## config.mk

```make
export PLATFORM = sky130hd
export DESIGN_NAME = fetch_align_flat
export DESIGN_NICKNAME = d
export VERILOG_FILES = /design/src/rtl/fetch_align_pkg.sv /design/src/rtl/fetch_align_if.sv /design/src/rtl/fetch_byte_buf.sv /design/src/rtl/fetch_align.sv /design/src/flat_wrapper.sv
export SDC_FILE = /design/constraint.sdc
export NUM_CORES = 1
export LEC_CHECK = 0
export CAP_MARGIN = 20
export CELL_PAD_IN_SITES_DETAIL_PLACEMENT = 0
export CELL_PAD_IN_SITES_GLOBAL_PLACEMENT = 2
export CORE_AREA = 2 2 117 119
export CTS_CLUSTER_SIZE = 10
export DETAILED_ROUTE_END_ITERATION = 16
export DIE_AREA = 0 0 119 121
export PLACE_DENSITY_LB_ADDON = 0.1
export SETUP_SLACK_MARGIN = 0.15
export SYNTH_ARGS = -nofsm -noshare
export SYNTH_HDL_FRONTEND = slang
export SYNTH_HIERARCHICAL = 1
export SYNTH_SLANG_ARGS = --single-unit
```

## constraint.sdc

```tcl
create_clock -name clk -period 5.2 [get_ports clk]
set_input_delay 0.78 -clock clk [delete_from_list [all_inputs] [get_ports clk]]
set_output_delay 0.78 -clock clk [all_outputs]
set_load 0.02 [all_outputs]
```

## src/rtl/fetch_align_pkg.sv

```systemverilog
// Shared constants and bundle types for the fetch aligner.
// Buffer geometry and the word-return push bundle live here.
package fetch_align_pkg;

    localparam int BUF_BYTES = 4;
    localparam int WORD_W = 16;
    localparam int CNT_W = 3;
    localparam int WADDR_W = 15;

    typedef struct packed {
        logic              valid;
        logic              hi_only;
        logic [WORD_W-1:0] word;
    } push_t;

    function automatic logic [CNT_W-1:0] cnt_after(
        input logic [CNT_W-1:0] c,
        input logic             pop
    );
        return pop ? c - CNT_W'(2) : c;
    endfunction

endpackage

```

## src/rtl/fetch_align_if.sv

```systemverilog
// Memory read port, redirect and instruction output bundle.
// master = environment side, slave = fetch_align.
interface fetch_align_if;
    import fetch_align_pkg::*;

    logic               redirect;
    logic [WORD_W-1:0]  redirect_pc;
    logic [WADDR_W-1:0] mem_raddr;
    logic [WORD_W-1:0]  mem_rdata;
    logic               out_valid;
    logic               out_ready;
    logic [WORD_W-1:0]  out_ins;
    logic [WORD_W-1:0]  out_pc;

    modport master (
        output redirect,
        output redirect_pc,
        output mem_rdata,
        output out_ready,
        input  mem_raddr,
        input  out_valid,
        input  out_ins,
        input  out_pc
    );

    modport slave (
        input  redirect,
        input  redirect_pc,
        input  mem_rdata,
        input  out_ready,
        output mem_raddr,
        output out_valid,
        output out_ins,
        output out_pc
    );

endinterface

```

## src/rtl/fetch_byte_buf.sv

```systemverilog
// Byte FIFO of BUF_BYTES entries, head at index 0.
// Pops two bytes, then appends one or two bytes at the tail.
module fetch_byte_buf
    import fetch_align_pkg::*;
(
    input  logic              clk,
    input  logic              rst,
    input  logic              clr,
    input  logic              pop,
    input  push_t             push,
    output logic [CNT_W-1:0]  count,
    output logic [WORD_W-1:0] head
);

    logic [7:0]       byte_q [BUF_BYTES];
    logic [7:0]       byte_d [BUF_BYTES];
    logic [CNT_W-1:0] base;
    logic [CNT_W-1:0] count_d;

    always_comb begin
        base = cnt_after(count, pop);
        byte_d = byte_q;
        if (pop) begin
            byte_d[0] = byte_q[2];
            byte_d[1] = byte_q[3];
        end
        count_d = base;
        if (push.valid) begin
            if (push.hi_only) begin
                count_d = base + CNT_W'(1);
            end else begin
                count_d = base + CNT_W'(2);
            end
            for (int i = 0; i < BUF_BYTES; i++) begin
                if (push.hi_only) begin
                    if (CNT_W'(i) == base)
                        byte_d[i] = push.word[15:8];
                end else begin
                    if (CNT_W'(i) == base)
                        byte_d[i] = push.word[7:0];
                    if (CNT_W'(i) == base + CNT_W'(1))
                        byte_d[i] = push.word[15:8];
                end
            end
        end
        if (clr)
            count_d = '0;
    end

    always_ff @(posedge clk) begin
        if (rst) begin
            count <= '0;
            for (int i = 0; i < BUF_BYTES; i++)
                byte_q[i] <= '0;
        end else begin
            count  <= count_d;
            byte_q <= byte_d;
        end
    end

    assign head = {byte_q[1], byte_q[0]};

endmodule

```

## src/rtl/fetch_align.sv

```systemverilog
// Turns a word-organised fetch stream into byte-aligned 16-bit
// instructions; handles odd redirect targets and address wrap.
module fetch_align
    import fetch_align_pkg::*;
(
    input  logic         clk,
    input  logic         rst,
    fetch_align_if.slave bus
);

    logic [CNT_W-1:0]   count;
    logic [CNT_W-1:0]   rest;
    logic [CNT_W:0]     need;
    logic [WORD_W-1:0]  head;
    logic [WADDR_W-1:0] fetch_addr;
    logic [WORD_W-1:0]  pc;
    logic               in_flight;
    logic               skip;
    logic               valid;
    logic               xfer;
    logic               issue;
    push_t              push;

    always_comb begin
        valid = (count >= CNT_W'(2)) && !bus.redirect;
        xfer  = valid && bus.out_ready;
        rest  = cnt_after(count, xfer);
        // occupancy once the returning word and a new read both land
        need  = {1'b0, rest} + {2'b0, in_flight, 1'b0} + 4'd2;
        issue = bus.redirect || (need <= 4'(BUF_BYTES));
        push.valid   = in_flight && !bus.redirect;
        push.hi_only = skip;
        push.word    = bus.mem_rdata;
    end

    fetch_byte_buf u_buf (
        .clk   (clk),
        .rst   (rst),
        .clr   (bus.redirect),
        .pop   (xfer),
        .push  (push),
        .count (count),
        .head  (head)
    );

    always_ff @(posedge clk) begin
        if (rst) begin
            in_flight  <= 1'b0;
            skip       <= 1'b0;
            fetch_addr <= '0;
            pc         <= '0;
        end else begin
            in_flight <= issue;
            if (bus.redirect) begin
                fetch_addr <= bus.redirect_pc[15:1] + 1'b1;
                pc         <= bus.redirect_pc;
                skip       <= bus.redirect_pc[0];
            end else begin
                if (issue)
                    fetch_addr <= fetch_addr + 1'b1;
                if (xfer)
                    pc <= pc + 16'd2;
                if (in_flight)
                    skip <= 1'b0;
            end
        end
    end

    assign bus.mem_raddr = bus.redirect ? bus.redirect_pc[15:1]
                                        : fetch_addr;
    assign bus.out_valid = valid;
    assign bus.out_ins   = head;
    assign bus.out_pc    = pc;

endmodule

```

## src/flat_wrapper.sv

```systemverilog
// flat-port wrapper written by rule: the top's interface ports become plain ports
module fetch_align_flat import fetch_align_pkg::*;
  (clk, rst, bus_redirect, bus_redirect_pc, bus_mem_rdata, bus_out_ready, bus_mem_raddr, bus_out_valid, bus_out_ins, bus_out_pc);
  fetch_align_if bus_i ();
  input  logic clk;
  input  logic rst;
  input wire logic [$bits(bus_i.redirect)-1:0] bus_redirect;
  input wire logic [$bits(bus_i.redirect_pc)-1:0] bus_redirect_pc;
  input wire logic [$bits(bus_i.mem_rdata)-1:0] bus_mem_rdata;
  input wire logic [$bits(bus_i.out_ready)-1:0] bus_out_ready;
  output wire logic [$bits(bus_i.mem_raddr)-1:0] bus_mem_raddr;
  output wire logic [$bits(bus_i.out_valid)-1:0] bus_out_valid;
  output wire logic [$bits(bus_i.out_ins)-1:0] bus_out_ins;
  output wire logic [$bits(bus_i.out_pc)-1:0] bus_out_pc;
  assign bus_i.redirect = bus_redirect;
  assign bus_i.redirect_pc = bus_redirect_pc;
  assign bus_i.mem_rdata = bus_mem_rdata;
  assign bus_i.out_ready = bus_out_ready;
  assign bus_mem_raddr = bus_i.mem_raddr;
  assign bus_out_valid = bus_i.out_valid;
  assign bus_out_ins = bus_i.out_ins;
  assign bus_out_pc = bus_i.out_pc;
  fetch_align u_core (.clk(clk), .rst(rst), .bus(bus_i));
endmodule
```

=== After elaboration in Yosys (flattened, before gate mapping) ===
Index checks and enable logic that the tools add are counted.

* Add/sub/neg operators: 8
* Reductions and logical operators: 15
* Muxes and demuxes: 28
* Equal/unequal tests: 8
* Order comparisons: 2

{| class="wikitable"
|+ Operators with widths
! cell !! number
|-
| 8-bit 2-to-1 mux || 16
|-
| 16-bit 2-to-1 mux || 3
|-
| 15-bit 2-to-1 mux || 3
|-
| 32-bit 2-to-1 mux || 1
|-
| 15-bit by 1-bit adder with 15-bit output, second input constant || 2
|-
| 16-bit by 2-bit adder with 16-bit output, second input constant || 1
|-
| 2-bit by 3-bit == test with 1-bit output, first input constant || 4
|-
| 2-bit nonzero test || 5
|-
| 3-bit 2-to-1 mux || 3
|-
| 1-bit by 3-bit == test with 1-bit output, first input constant || 2
|-
| 3-bit zero test || 2
|-
| 3-bit AND reduction || 2
|-
| 3-bit by 2-bit adder with 4-bit output || 1
|-
| 4-bit by 2-bit adder with 4-bit output, second input constant || 1
|-
| 4-bit by 3-bit <= comparator with 1-bit output, second input constant || 1
|-
| 2-bit != test, second input constant || 2
|-
| 3-bit by 1-bit adder with 3-bit output, second input constant || 1
|-
| 3-bit by 2-bit adder with 3-bit output, second input constant || 1
|-
| 3-bit by 2-bit >= comparator with 1-bit output, second input constant || 1
|-
| 1-bit logical AND || 3
|-
| 3-bit by 2-bit subtractor with 3-bit output, second input constant || 1
|-
| 1-bit 2-to-1 mux || 2
|-
| 2-bit OR reduction || 1
|-
| 1-bit zero test || 1
|-
| 1-bit logical OR || 1
|}

* Flip-flop bits (word level): 68
* Output and inout port bits: 48

=== Logic depth before layout (Yosys ltp) ===
* Depth after elaboration: 10
* Mapped depth: 16
* Depth with buffers taken out: 13

=== Cells and area by module ===
Netlist, hierarchy kept.

{| class="wikitable"
|+ Modules (own cells, without submodules)
! module !! times used !! cells each !! area each (µm²) !! sequential area each (µm²)
|-
| fetch_byte_buf || 1 || 240 || 2178.3 || 700.7
|-
| fetch_align || 1 || 267 || 2083.2 || 660.6
|}

=== Least setup slack after synthesis ===
OpenSTA, ideal clock, no wires.

* Kind: input port to flip-flop
* Start point: input port bus_redirect
* End point: register u_core.fetch_addr[12]
* Setup time: 0.106 ns
* Arrival: 3.385 ns
* Path buffers: 5
* Path slack: 1.709 ns
* Cell stages on the path: 12
* Cells stage by stage: buf_6 -> buf_6 -> buf_2 -> buf_2 -> buf_2 -> o21ai_0 -> ha_1 -> inv_1 -> a211oi_2 -> nand4_1 -> or4_1 -> o311ai_0

* Longest elaborated chain between the ends: 9
* Elaborated cells on any way between the ends: 10

{| class="wikitable"
|+ Ends and longest elaborated chain
! item !! line !! RTL
|-
| start: declaration || flat_wrapper.sv:7 || <nowiki>input wire logic [$bits(bus_i.redirect)-1:0] bus_redirect;</nowiki>
|-
| 1-bit zero test || fetch_align.sv:25 || <nowiki>valid = (count >= CNT_W'(2)) && !bus.redirect;</nowiki>
|-
| 1-bit logical AND || fetch_align.sv:25 ||
|-
| 1-bit logical AND || fetch_align.sv:26 || <nowiki>xfer = valid && bus.out_ready;</nowiki>
|-
| 3-bit 2-to-1 mux || fetch_align_pkg.sv:20 || <nowiki>return pop ? c - CNT_W'(2) : c;</nowiki>
|-
| 3-bit by 2-bit adder with 4-bit output || fetch_align.sv:29 || <nowiki>need = {1'b0, rest} + {2'b0, in_flight, 1'b0} + 4'd2;</nowiki>
|-
| 4-bit by 2-bit adder with 4-bit output || fetch_align.sv:29 ||
|-
| 4-bit by 3-bit <= comparator with 1-bit output || fetch_align.sv:30 || <nowiki>issue = bus.redirect || (need <= 4'(BUF_BYTES));</nowiki>
|-
| 1-bit logical OR || fetch_align.sv:30 ||
|-
| 2-bit nonzero test (no line) || - ||
|-
| end signal: assignment || fetch_align.sv:55 || <nowiki>fetch_addr <= bus.redirect_pc[15:1] + 1'b1;</nowiki>
|-
| end signal: assignment || fetch_align.sv:60 || <nowiki>fetch_addr <= fetch_addr + 1'b1;</nowiki>
|-
| end: declaration || fetch_align.sv:15 || <nowiki>logic [WADDR_W-1:0] fetch_addr;</nowiki>
|}

Several ways; a longest one is shown, not always the timed one.
A chain may end at the register's enable or synchronous reset.

=== Worst setup path after layout ===
* Start point: register u_core.u_buf.count[2]
* End point: register u_core.fetch_addr[9]

* Longest elaborated chain between the ends: 9
* Elaborated cells on any way between the ends: 10

{| class="wikitable"
|+ Ends and longest elaborated chain
! item !! line !! RTL
|-
| start: declaration || fetch_byte_buf.sv:11 || <nowiki>output logic [CNT_W-1:0] count,</nowiki>
|-
| start signal: assignment || fetch_byte_buf.sv:56 || <nowiki>count <= count_d;</nowiki>
|-
| 3-bit by 2-bit >= comparator with 1-bit output || fetch_align.sv:25 ||
|-
| 1-bit logical AND || fetch_align.sv:25 ||
|-
| 1-bit logical AND || fetch_align.sv:26 ||
|-
| via u_core.xfer || fetch_align.sv:20 || <nowiki>logic xfer;</nowiki>
|-
| 3-bit 2-to-1 mux || fetch_align_pkg.sv:20 ||
|-
| 3-bit by 2-bit adder with 4-bit output || fetch_align.sv:29 ||
|-
| 4-bit by 2-bit adder with 4-bit output || fetch_align.sv:29 ||
|-
| 4-bit by 3-bit <= comparator with 1-bit output || fetch_align.sv:30 ||
|-
| 1-bit logical OR || fetch_align.sv:30 ||
|-
| 2-bit nonzero test (no line) || - ||
|}

The timed path passes the listed nets, and every way through them passes these cells.

==> results.ini <==
[synthesis]
ys_seq_area_share_pct = 31.94
synth_most_common_cell = dfxtp_1
ys_top_cells_by_area = dfxtp_1 32%, mux2i_1 9.4%, nor2_1 4.7%
yosys.area.top_type = dfxtp_1
netlist_top_cells_count = 68 x dfxtp_1, 53 x nor2_1, 41 x nand2_1
syn_area_um2 = 4262
syn_nets = 549
synthFlopType = dfxtp_1
ys_seq_elements = 68
synth_top_area_share_pct = 31.94
yosysUniqueCellTypes = 67
syn-instance-count = 507
async_flop_share_pct = 0
syn_avg_cell_area_um2 = 8.405
yosysWarnings = 6
synth_edf_count = 0

[routing]
drt_iter0_drc = 357
ant_nets = 0
wirelength_um = 13720
vias = 4017
vias_per_cell = 5.406
dr.pass1.iters = 5
drc_errors = 0
wl_per_cell_um = 18.47

[grt]
first_global_vias = 3745
overflow = 0
grt_usage_pct = 19.14
grt_start_max_net_pins = 62
grt_pass1_wl_um = 21130
antenna_found_initial = 0

[cells_and_area]
drive_gt1_share_pct = 8.289
num_antenna_cells = 0
nets = 604
final_util_pct = 41.22
fill_cells = 1327
syn_to_final_growth_pct = 26.57

[timing]
rsz0062_at_grt = false
min_period_ps = 3781
period_share_pct = 72.71
hold_violations = 0
setup_viol = 0
setup_tns_ps = 0
fmax_mhz = 264.5
max_slew_margin_pct = 30.79
clock_skew_ps = 5.293
tightest_slew_ps = 1037
drv_slew = 0

[clocking]
clockRootBuffer = clkbuf_16
path_clk_slew_ps = 60
cts_tree = done
clock_latency_ps = 340
ctsResizeCount = 0
post_cts_buffers = 0
cts-htree-levels = 3
clock_tree.buffer_depth = 2
cts_inserted_buffers = 9
cts_hold_buffers = 0
cts.sinks = 68

[pwr]
power_density_nw_per_um2 = 294.3
irDropWorstVdd_v = 0.0001767
switching_share_pct = 28.80
p_sw_uw = 457.1
cell_internal_pwr_uw = 1130
clockPowerShare_pct = 42.2
seqPwrFrac_pct = 37.1
comb_power_share_pct = 20.8
power.leakage_uw = 0.001991

[floorplanning]
rows = 42
start_util_pct = 32.57
die_h_um = 121
core_um2 = 13090
die_x_um = 119
dieArea_um2 = 14400
pin_count = 84

[setup_path]
start_kind = flop
cp-end-kind = flop
critPathRequiredTime_ps = 5430
arrival_ps = 4010
crit_type = reg -> reg
crit_path_max_fanout = 17

[place]
place.gp.congestion = 0.7703
numPortBuffers = 83
hpwl_um = 9622

[worst_hold_path]
hold_class = reg -> reg

[job]
maxCapViolations = 0

[status]
outcome = complete, no violations

worst max-delay path, cell delays in order, from the launching register on:
cell	delay, ps
dfxtp_1	590
inv_1	90
ha_1	230
or3b_1	350
buf_4	200
inv_2	190
xnor2_1	150
ha_1	160
inv_1	40
ha_1	280
and3b_1	180
or3_1	590
and4_1	300
a311o_1	300
power by group through the flow:
stage | clock network (uW) | logic [uW] | registers [uW]
finish | 669 | 330 | 589
global route | 703 | 358 | 593
CTS | 687 | 330 | 589
floorplan | 0 | 201 | 596
global placement | 0 | 327 | 599
detailed placement | 0 | 328 | 600
cell type report:
cell class / instances / area [um2] / area share [%]
timing repair buffer: 88 / 858.3 / 15.91
multi-input combinational: 366 / 2527 / 46.86
inverter: 29 / 108.9 / 2.018
sequential: 68 / 1361 / 25.24
clock buffer: 11 / 242.7 / 4.500
tap: 176 / 220.2 / 4.083
clock inverter: 5 / 75.07 / 1.392
metrics by stage:
stage | cells | total power (uW) | cell area, um2 | setup WS (ps) | hold slack, ps
3_5_place_dp | 727 | 927.4 | 5076 | 1108 | 467.0
4_1_cts | 743 | 1606 | 5394 | 1412 | 475.5
3_3_place_gp | 727 | 926.2 | 5076 | 1161 | 459.4
5_1_grt | 743 | 1655 | 5394 | 1160 | 493.7
6_report | 743 | 1587 | 5394 | 1419 | 470.2
2_1_floorplan | 507 | 797.6 | 4262 | 1709 | 440.9
flip-flops by register name (all words and copies together) (netlist names):
name	count
u_core/in_flight	1
u_core/u_buf/byte_q	16
u_core/fetch_addr	15
u_core/skip	1
u_core/u_buf/head	16
u_core/bus.out_pc	16
u_core/u_buf/count	3
layout by cell type, fill, tap and decap left out, types with 10 or more instances in the layout:
master,count
dfxtp_1,68
nor2_1,53
nand3_1,20
a21oi_1,19
o22ai_1,11
nand4_1,10
nand2_1,41
clkdlybuf4s50_1,81
mux2i_1,40
o21ai_0,17
inv_1,27
path summary, 6_finish.rpt:
kind / from / to / slack, ps / cells after the start
hold / removal: u_core/bus.out_pc[0] / u_core/bus.out_pc[0] / 470 / 2
hold reg to reg: u_core/bus.out_pc[0] / u_core/bus.out_pc[0] / 470 / 2
setup reg to reg: u_core/u_buf/count[2] / u_core/fetch_addr[9] / 1420 / 13
setup / recovery: u_core/u_buf/count[2] / u_core/fetch_addr[9] / 1420 / 13
kinds of logic after synthesis:
family / count (synthesis) / synth area share, %
xor+xnor: 15 / 3.435
compound gates: 121 / 21.35
simple gates: 176 / 21.26
fa+ha+maj: 6 / 1.762
buf+inv: 73 / 8.749
mux: 48 / 11.51
flops: 68 / 31.94
per-layer routing:
layer	track usage (%)	wire, um	up-vias
met4	4.539	118	0
met3	4.934	845	8
met1	28.38	6994	1923
met2	27.44	5765	120
li1	-	-	1966
met5	0	0	-
No activity file was read; power rests on OpenSTA's default activity.
